--- src/rtl/scan_pkg.sv ---
// rtl/scan_pkg.sv - shared chain geometry helpers and scan mode encoding
package scan_pkg;

    typedef enum logic [1:0] {
        MODE_CAPTURE = 2'd0,
        MODE_HOLD    = 2'd1,
        MODE_SHIFT   = 2'd2
    } scan_mode_e;

    // Guarded against a zero chain count so the bad-parameter check can report cleanly.
    function automatic int chain_len(input int width, input int num_chains);
        return (num_chains > 0) ? width / num_chains : 1;
    endfunction

    function automatic int cnt_width(input int len);
        return (len < 1) ? 1 : $clog2(len + 1);
    endfunction

    function automatic scan_mode_e decode_mode(input logic scan_enable, input logic hold);
        if (scan_enable) begin
            return MODE_SHIFT;
        end else if (hold) begin
            return MODE_HOLD;
        end
        return MODE_CAPTURE;
    endfunction

endpackage

--- src/rtl/scan_chain_seg.sv ---
// rtl/scan_chain_seg.sv - one L-bit shift/hold/capture scan chain segment
module scan_chain_seg
    import scan_pkg::*;
#(
    parameter int             L       = 4,
    parameter logic [L-1:0]   RST_VAL = '0
) (
    input  logic       clk,
    input  logic       rst,
    input  scan_mode_e mode,
    input  logic [L-1:0] d,
    input  logic       scan_in,
    output logic [L-1:0] q,
    output logic       scan_out
);

    logic [L-1:0] shifted;

    // Single-bit chains have no upper slice to carry, so the shift is just the serial input.
    generate
        if (L == 1) begin : g_one
            assign shifted = scan_in;
        end else begin : g_multi
            assign shifted = {q[L-2:0], scan_in};
        end
    endgenerate

    always_ff @(posedge clk) begin
        if (rst) begin
            q <= RST_VAL;
        end else begin
            case (mode)
                MODE_SHIFT: q <= shifted;
                MODE_HOLD:  q <= q;
                default:    q <= d;
            endcase
        end
    end

    assign scan_out = q[L-1];

endmodule

--- src/rtl/scan_reg_bank.sv ---
// rtl/scan_reg_bank.sv - WIDTH-bit scan register bank split into NUM_CHAINS chains with load counter
module scan_reg_bank
    import scan_pkg::*;
#(
    parameter int               WIDTH      = 8,
    parameter int               NUM_CHAINS = 2,
    parameter logic [WIDTH-1:0] RST_VAL    = '0,
    localparam int              L          = chain_len(WIDTH, NUM_CHAINS),
    localparam int              CW         = cnt_width(L)
) (
    input  logic                  clk,
    input  logic                  rst,
    input  logic [WIDTH-1:0]      d,
    input  logic                  scan_enable,
    input  logic                  hold,
    input  logic [NUM_CHAINS-1:0] scan_in,
    output logic [WIDTH-1:0]      q,
    output logic [NUM_CHAINS-1:0] scan_out,
    output logic [CW-1:0]         shift_cnt,
    output logic                  shift_done
);

    generate
        if (NUM_CHAINS < 1 || NUM_CHAINS > WIDTH || (WIDTH % NUM_CHAINS) != 0) begin : g_bad_params
            $error("scan_reg_bank: WIDTH must be a multiple of NUM_CHAINS and NUM_CHAINS in 1..WIDTH");
        end
    endgenerate

    localparam logic [CW-1:0] L_CNT = CW'(L);

    scan_mode_e mode;

    always_comb begin
        mode = decode_mode(scan_enable, hold);
    end

    for (genvar c = 0; c < NUM_CHAINS; c++) begin : g_chain
        scan_chain_seg #(
            .L       (L),
            .RST_VAL (RST_VAL[c*L +: L])
        ) u_seg (
            .clk      (clk),
            .rst      (rst),
            .mode     (mode),
            .d        (d[c*L +: L]),
            .scan_in  (scan_in[c]),
            .q        (q[c*L +: L]),
            .scan_out (scan_out[c])
        );
    end

    logic [CW-1:0] cnt_next;

    always_comb begin
        cnt_next = (shift_cnt == L_CNT) ? CW'(1) : shift_cnt + CW'(1);
    end

    // Any non-shift edge abandons a partial load, so the count and pulse clear together.
    always_ff @(posedge clk) begin
        if (rst) begin
            shift_cnt  <= '0;
            shift_done <= 1'b0;
        end else if (scan_enable) begin
            shift_cnt  <= cnt_next;
            shift_done <= (cnt_next == L_CNT);
        end else begin
            shift_cnt  <= '0;
            shift_done <= 1'b0;
        end
    end

endmodule

--- config.mk ---
export PLATFORM = sky130hd
export DESIGN_NAME = scan_reg_bank
export DESIGN_NICKNAME = d
export VERILOG_FILES = /design/src/rtl/scan_pkg.sv /design/src/rtl/scan_chain_seg.sv /design/src/rtl/scan_reg_bank.sv
export SDC_FILE = /design/constraint.sdc
export NUM_CORES = 1
export LEC_CHECK = 0
export BUFFER_PORTS_ARGS = -buffer_cell sky130_fd_sc_hd__buf_2
export CORE_AREA = 2 2 39 41
export DETAILED_ROUTE_END_ITERATION = 8
export DIE_AREA = 0 0 41 43
export GPL_TIMING_DRIVEN = 0
export PLACE_DENSITY = 0.82
export SYNTH_ARGS = -nofsm -noshare
export SYNTH_HDL_FRONTEND = slang
export SYNTH_SLANG_ARGS = --single-unit
--- constraint.sdc ---
create_clock -name clk -period 1.8 [get_ports clk]
set_input_delay 0.36 -clock clk [delete_from_list [all_inputs] [get_ports clk]]
set_output_delay 0.36 -clock clk [all_outputs]
set_load 0.01 [all_outputs]
Word-level counts from Yosys, hierarchy flattened
Index checks and enable logic that the tools add are counted.

Flip-flop bits (word level): 12. Input port bits: 14. Output and inout port bits: 14. Logic and storage cells: 19.

Add/subtract/negate cells: 1. Eq/ne operators: 4. Muxes and demuxes: 8. Bitwise gates (word level): 1. Reductions and logical operators: 1.

Operator list (count): one-hot mux 4 bit (2 select lines) (2); equality test 3 bit, second input constant (2); 2-to-1 mux 2 bit (3); adder 3 x 1 -> 3 bit, second input constant (1); 2-to-1 mux 3 bit (1); equality test 2 x 1 -> 1 bit, second input constant (1); equality test 2 bit, second input constant (1); 2-to-1 mux 1 bit (2); OR reduction 2 bit (1); inverter 1 bit (1).

Depth between registers and ports, before layout
Gate-level depths: netlist of run 1.

Word-level depth: 5. Mapped depth: 4. Mapped depth without buffers: 4.

Hierarchy
Synthesis of run 1 repeated with hierarchy kept, for this count alone.

Cells, all modules: 58. Area total of the unflattened synthesis: 615.6 sq um.

Modules (own cells, without submodules): scan_chain_seg (times used 2, cells each 20, area an instance 216.5 sq um, sequential area each 80.1 sq um); scan_reg_bank (times used 1, cells each 18, area an instance 182.7 sq um, sequential area each 80.1 sq um).

Least setup slack after synthesis of run 1
Ideal clock, no wire load.

Path kind: register -> register. Start: reg shift_cnt[0]. End: reg shift_done. Setup time: 0.079 ns. Arrival time: 1.226 ns. Required time: 1.721 ns. Setup slack: 0.494 ns. Stages on the path, launching flop included: 5. Path buffers: 0. Clock period less this slack: 1.306 ns. Cells stage by stage: dfxtp_1 > inv_1 > ha_1 > or3b_1 > a211oi_2.

Longest elaborated chain between the ends: 3. Elaborated cells on any way between the ends: 4. Those cells by class: add/sub (1); eq/ne (2); mux (1).

Ends and longest elaborated chain: start, declared (RTL line scan_reg_bank.sv:19) `output logic [CW-1:0] shift_cnt,`; start signal, assigned (RTL line scan_reg_bank.sv:64) `shift_cnt <= cnt_next;`; adder 3 x 1 -> 3 bit / equality test 3 bit (equally long branches) (RTL line scan_reg_bank.sv:55) `cnt_next = (shift_cnt == L_CNT) ? CW'(1) : shift_cnt + CW'(1);`; 2-to-1 mux 3 bit (*) (RTL line scan_reg_bank.sv:55); equality test 3 bit (*) (RTL line scan_reg_bank.sv:65) `shift_done <= (cnt_next == L_CNT);`; end signal, assigned (RTL line scan_reg_bank.sv:65); end, declared (RTL line scan_reg_bank.sv:20) `output logic shift_done`.

Every way passes the cells marked *; elsewhere a longest branch is shown, timed or not. A chain may end at the register's enable or synchronous reset.

Final worst setup path of run 1
Ends and elaborated chain as after synthesis.

==> flow_metrics.env, run 1 <==
export IMPL_status="complete, no violations"
export IMPL_num_fill_cells=129
export IMPL_async_flop_share_pct=0
export IMPL_fmax_mhz=759
export IMPL_ant_nets=0
export IMPL_yosysUniqueCellTypes=15
export IMPL_worst_clock_skew_ns=0.00100
export IMPL_cts_resized=0
export IMPL_drive_above_1_share_pct=42.5
export IMPL_yosysWarnings=0
export IMPL_die_h_um=43
export IMPL_root_buffer="clkbuf_4"
export IMPL_ys_seq_area_share_pct=41.4
export IMPL_wire_per_inst_um=11.1
export IMPL_worstPathArrival_ns=1.52
export IMPL_initial_core_util_pct=42.0
export IMPL_endpoint_kind="flop"
export IMPL_area_delta_synth_final_pct=31.2
export IMPL_seq_power_share_pct=48.4
export IMPL_postCtsHoldBufs=0
export IMPL_synthMostInstantiatedCell="dfxtp_1"
export IMPL_yosys_area_top_type_share_pct=41.4
export IMPL_cap_violations=0
export IMPL_path_cells="inv_1 -> ha_1 -> or3b_1 -> a211oi_2"
export IMPL_post_cts_buffers=0
export IMPL_synthAdderAreaFrac_pct=6.47
export IMPL_synthTopCellsByArea="dfxtp_1 41%, mux2i_1 14%, a211oi_1 10%"
export IMPL_grtUsageTotal_pct=15.4
export IMPL_grt_ovfl_total=0
export IMPL_slew_headroom_pct=86.8
export IMPL_finalSetupViolCount=0
export IMPL_critPathKind="flop to flop"
export IMPL_cts_tree="built"
export IMPL_critPathMaxFanout=5
export IMPL_numCtsBuffers=3
export IMPL_startpoint_type="flop"
export IMPL_detail_route_first_pass_iterations=4
export IMPL_clock_path_buffers=2
export IMPL_synthesis_instances=58
export IMPL_h_tree_depth=1
export IMPL_rsz0062_at_grt="no"
export IMPL_synth_compound_area_share_pct=14.2
export IMPL_grt_pass1_vias=478
export IMPL_r2r_slack_ns=0.48
export IMPL_avgViaCountPerCell=4.90
export IMPL_power_switching_uw=150
export IMPL_worst_pin_slew_ns=0.197
export IMPL_synth_commonest_cells="12 x dfxtp_1, 8 x a211oi_1, 8 x mux2i_1, 8 x nor2b_1, 5 x buf_4"
export IMPL_power_frac_comb_pct=16.2
export IMPL_max_stage_delay_ns=0.40
export IMPL_yosys_register_bits=12
export IMPL_clk_transition_reported_paths_ns=0.08
export IMPL_synth_main_ff_cell="dfxtp_1"
export IMPL_cts_sinks=12
export IMPL_powerDensity_mw_per_mm2=795
export IMPL_finalSetupTns_ns=0
export IMPL_fin_nets=105
export IMPL_grt_antenna_before_repair=0
export IMPL_clockPowerShare_pct=35.4
export IMPL_fp_row_count=14
export IMPL_yosys_area_share_simple_pct=13.6
export IMPL_place_area_um2=726
export IMPL_worstPathRequired_ns=2.00
export IMPL_crit_slowest_cell="dfxtp_1"
export IMPL_grt_pass1_wl_mm=1.84
export IMPL_drc=0
export IMPL_fin_crit_ns=1.32
export IMPL_power_share_switching_pct=24.8
export IMPL_clk_latency_ns=0.27
export IMPL_stdcell_area_um2=762
export IMPL_min_period_over_period_pct=73.2
export IMPL_synth_edf_count=0
export IMPL_io_pins=28
export IMPL_drtIter0Drc=2
export IMPL_synthXorXnorAreaFrac_pct=0
export IMPL_hp_class="input pin to flop"
export IMPL_final_cells=103
export IMPL_place_gp_congestion=0.656
export IMPL_syn_area_um2=581
export IMPL_ir_drop_v=0.000432
export IMPL_drt_total_wl_mm=1.14
export IMPL_via_count=505
export IMPL_synth_top_family_by_area="compound AO/OA/AOI/OAI gates"
export IMPL_die_area_mm2=0.00176
export IMPL_port_buffer_count=25
export IMPL_core_mm2=0.00138
export IMPL_synth_top_cell_by_area="dfxtp_1"
export IMPL_synth_area_mux_share_pct=13.8
export IMPL_slew_viol_final=0
export IMPL_p_int_uw=456
export IMPL_hold_violations=0
export IMPL_place_inst=99
export IMPL_hpwl_um=879
export IMPL_die_w_um=41
export IMPL_grt_max_degree=11
export IMPL_syn_avg_cell_area_um2=10.0
export IMPL_num_antenna_cells=0
export IMPL_power_leakage_nw=0.384
export IMPL_synth_fp_nets=75
==> final cells by class <==
class	instances	area, µm²	area share [%]
Buffer	6	42.5	5.58
Multi-Input combinational cell	35	279	36.6
Clock buffer	4	36.3	4.76
Timing Repair Buffer	25	125	16.4
Sequential cell	12	240	31.5
Inverter	5	18.8	2.46
Tap cell	16	20.0	2.63
==> state kept, by name (all words and copies together), names as in the netlist <==
name and count:
g_chain.u_seg.q 8, shift_cnt 3, shift_done 1
==> placed cells by master, fill, tap and decap left out, types with 2 or more instances in the layout <==
cell	instances
nor2b_1	8
buf_4	5
a211oi_1	8
inv_1	4
ha_1	3
buf_2	26
dfxtp_1	12
a21oi_1	2
clkbuf_4	3
mux2i_1	8
nand2b_1	2
==> power by group through the flow <==
stage	combinational [mW]	sequential [mW]	clock, mW
floorplan	0.0550	0.303	0
global placement	0.0963	0.298	0
detailed placement	0.0989	0.300	0
CTS	0.0993	0.294	0.215
global route	0.109	0.296	0.223
finish	0.0979	0.293	0.215
==> worst max-delay path: cells and delay by family (launching register included) <==
| family | cells | cell delay, ns |
|---|---|---|
| compound gates | 1 | 0.18 |
| fa+ha+maj | 1 | 0.20 |
| buf+inv | 1 | 0.06 |
| flops | 1 | 0.40 |
| simple gates | 1 | 0.40 |
==> metal layers <==
metal / global-route usage, % / vias to the layer above / wire [µm]
met5: 0 / - / 0
met1: 17.3 / 225 / 497
li1: - / 252 / -
met4: 12.0 / 0 / 33
met3: 1.57 / 4 / 82
met2: 24.7 / 24 / 525
==> kinds of logic (layout without fill, tap and decap cells) <==
| family | count (synthesis) | after routing |
|---|---|---|
| buffers and inverters | 11 | 40 |
| flip-flops | 12 | 12 |
| adder cells (fa/ha/maj) | 3 | 3 |
| AND/OR/NAND/NOR | 13 | 13 |
| multiplexers | 8 | 8 |
| AO/OA/AOI/OAI | 11 | 11 |
==> stage by stage <==
step,util [%],setup slack [ns],hold WS (ns),total power [mW]
2_1_floorplan,-,0.494,0.502,0.358
3_3_place_gp,52.4,0.517,0.480,0.394
3_5_place_dp,52.4,0.489,0.487,0.399
4_1_cts,55.1,0.471,0.363,0.608
5_1_grt,55.1,0.387,0.375,0.628
6_report,55.1,0.482,0.369,0.606
==> worst paths after layout <==
path / start / end / depth (start not counted)
max reg2reg: shift_cnt[0]$_SDFF_PP0_ / shift_done$_SDFF_PP0_ / 4
max: shift_cnt[0]$_SDFF_PP0_ / shift_done$_SDFF_PP0_ / 4
min: rst / g_chain[1].u_seg.q[2]$_SDFFE_PP0P_ / 2
min reg2reg: shift_cnt[2]$_SDFF_PP0_ / shift_cnt[0]$_SDFF_PP0_ / 2
Note: power is estimated with default switching activity, not from simulation.
==> run 2: changes to the inputs <==
- CORE_AREA: 2 2 39 41 -> default
- CORE_MARGIN: default -> 2
- CORE_UTILIZATION: default -> 43
- DIE_AREA: 0 0 41 43 -> default
- PLACE_DENSITY: 0.82 -> 0.81
- clock period: 1.8 -> 1.3 ns (I/O delays scaled with it)
==> flow_metrics.env, run 2 (synthesis results as in run 1) <==
export IMPL_drtIter0Drc=3
export IMPL_ir_drop_v=0.000432
export IMPL_power_share_switching_pct=24.9
export IMPL_drt_total_wl_mm=1.02
export IMPL_route_met3_wl_um=59
export IMPL_layout_commonest_cell="buf_2"
export IMPL_multi_input_area_um2=282
export IMPL_largest_register_ffs=8
export IMPL_power_frac_comb_pct=17.9
export IMPL_cap_violations=0
export IMPL_clockPowerShare_pct=28.6
export IMPL_power_leakage_nw=0.380
export IMPL_fin_crit_ns=1.26
export IMPL_timing_rr_start="shift_cnt[0]$_SDFF_PP0_"
export IMPL_endpoint_kind="flop"
export IMPL_core_mm2=0.00128
export IMPL_startpoint="shift_cnt[0]$_SDFF_PP0_"
export IMPL_die_area_mm2=0.00166
export IMPL_powerDensity_mw_per_mm2=1000
export IMPL_hp_start="rst"
export IMPL_rsz0062_at_grt="no"
export IMPL_clk_latency_ns=0.26
export IMPL_avgViaCountPerCell=4.75
export IMPL_hold_violations=0
export IMPL_cts_tree="built"
export IMPL_slew_headroom_pct=88.2
export IMPL_critPathKind="flop to flop"
export IMPL_critPathMaxFanout=5
export IMPL_startpoint_type="flop"
export IMPL_worstPathRequired_ns=1.48
export IMPL_num_antenna_cells=0
export IMPL_status="complete, no violations"
export IMPL_grt_antenna_before_repair=0
export IMPL_via_count=480
export IMPL_post_cts_buffers=0
export IMPL_grt_ovfl_total=0
export IMPL_area_delta_synth_final_pct=30.0
export IMPL_grt_pass1_wl_mm=1.64
export IMPL_die_h_um=40.7
export IMPL_clk_transition_reported_paths_ns=0.07
export IMPL_power_switching_uw=188
export IMPL_hpwl_um=802
export IMPL_cts_sinks=12
export IMPL_largest_register="g_chain.u_seg.q"
export IMPL_worst_pin_slew_ns=0.176
export IMPL_hp_class="input pin to flop"
export IMPL_drive_above_1_share_pct=45.3
export IMPL_mostFrequentLayoutCells="26 x buf_2, 10 x dfxtp_1, 8 x mux2i_1, 8 x nor2b_1, 8 x a211oi_1"
export IMPL_worst_clock_skew_ns=0.00227
export IMPL_fmax_mhz=797
export IMPL_min_period_over_period_pct=96.6
export IMPL_final_util_pct=58.7
export IMPL_ant_nets=0
export IMPL_grtUsageTotal_pct=14.5
export IMPL_p_int_uw=567
export IMPL_grt_pass1_vias=428
export IMPL_num_fill_cells=130
export IMPL_die_w_um=40.7
export IMPL_wl_met1_um=441
export IMPL_postCtsHoldBufs=0
export IMPL_wire_per_inst_um=10.1
export IMPL_place_gp_congestion=0.737
export IMPL_seq_power_share_pct=53.5
export IMPL_drc=0
export IMPL_reg_top3="g_chain.u_seg.q: 8 flops, shift_cnt: 3 flops, shift_done: 1 flops"
export IMPL_highest_layer="met3"
export IMPL_dr_wl_met2_um=517
export IMPL_fp_row_count=13
export IMPL_worstPathArrival_ns=1.44
export IMPL_port_buffer_count=25
export IMPL_grt_max_degree=11
export IMPL_detail_route_first_pass_iterations=2
export IMPL_clock_path_buffers=2
export IMPL_numCtsBuffers=3
export IMPL_h_tree_depth=1
export IMPL_initial_core_util_pct=45.2
export IMPL_slew_viol_final=0
export IMPL_finalSetupViolCount=0
export IMPL_area_sequential_um2=245
export IMPL_finalSetupTns_ns=0
export IMPL_io_pins=28
export IMPL_fin_nets=105
export IMPL_root_buffer="clkbuf_4"
[run 2: cell count changes in the layout (fill, tap and decap cells not counted), sizes merged]
cell    delta
clkbuf     -1
[run 2: routing by layer]
layer	global-route usage, %	vias to the layer above
met5	0	-
li1	-	252
met3	1.63	0
met1	17.0	212
met2	26.6	16
met4	5.00	0
[run 2: layout make-up]
class / instances / area share, %
multi-input cells: 35 / 37.3
flip-flops and latches: 12 / 32.5
repair buffers: 25 / 16.6
plain buffers: 6 / 5.64
clock buffers: 3 / 2.99
inverters: 5 / 2.49
well taps: 15 / 2.49
[run 2: power by group through the flow]
stage / sequential (mW) / clock [mW] / combinational [mW]
2_1_floorplan: 0.420 / 0 / 0.0761
3_3_place_gp: 0.413 / 0 / 0.134
3_5_place_dp: 0.414 / 0 / 0.136
4_1_cts: 0.405 / 0.228 / 0.137
5_1_grt: 0.409 / 0.239 / 0.153
6_report: 0.404 / 0.216 / 0.135
[run 2: what timing repair did]
item,CTS,global route
hold endpoints to repair,0,0
resized for setup,0,3
setup endpoints to repair,0,1
[run 2: worst max-delay path: stages, from the launching register on]
cell,delay (ns)
dfxtp_4,0.37
inv_1,0.04
ha_1,0.20
or3b_4,0.40
a211oi_2,0.17
[run 2: final timing paths]
path,endpoint,slack (ns),cells past startpoint
min reg2reg,shift_cnt[0]$_SDFF_PP0_,0.47,1
max,shift_done$_SDFF_PP0_,0.04,4
max reg2reg,shift_done$_SDFF_PP0_,0.04,4
min,g_chain[0].u_seg.q[2]$_SDFFE_PP0P_,0.27,2
[run 2: per-stage QoR]
stage / instance area [µm²] / worst slack (ns) / hold WS (ns) / std cells / power [mW]
finish: 754 / 0.0448 / 0.273 / 101 / 0.756
global route: 754 / 0.00488 / 0.284 / 101 / 0.801
CTS: 748 / 0.0220 / 0.272 / 101 / 0.770
detailed placement: 726 / 0.0361 / 0.475 / 98 / 0.550
global placement: 726 / 0.0675 / 0.452 / 98 / 0.547
floorplan: 582 / 0.0360 / 0.451 / 58 / 0.496
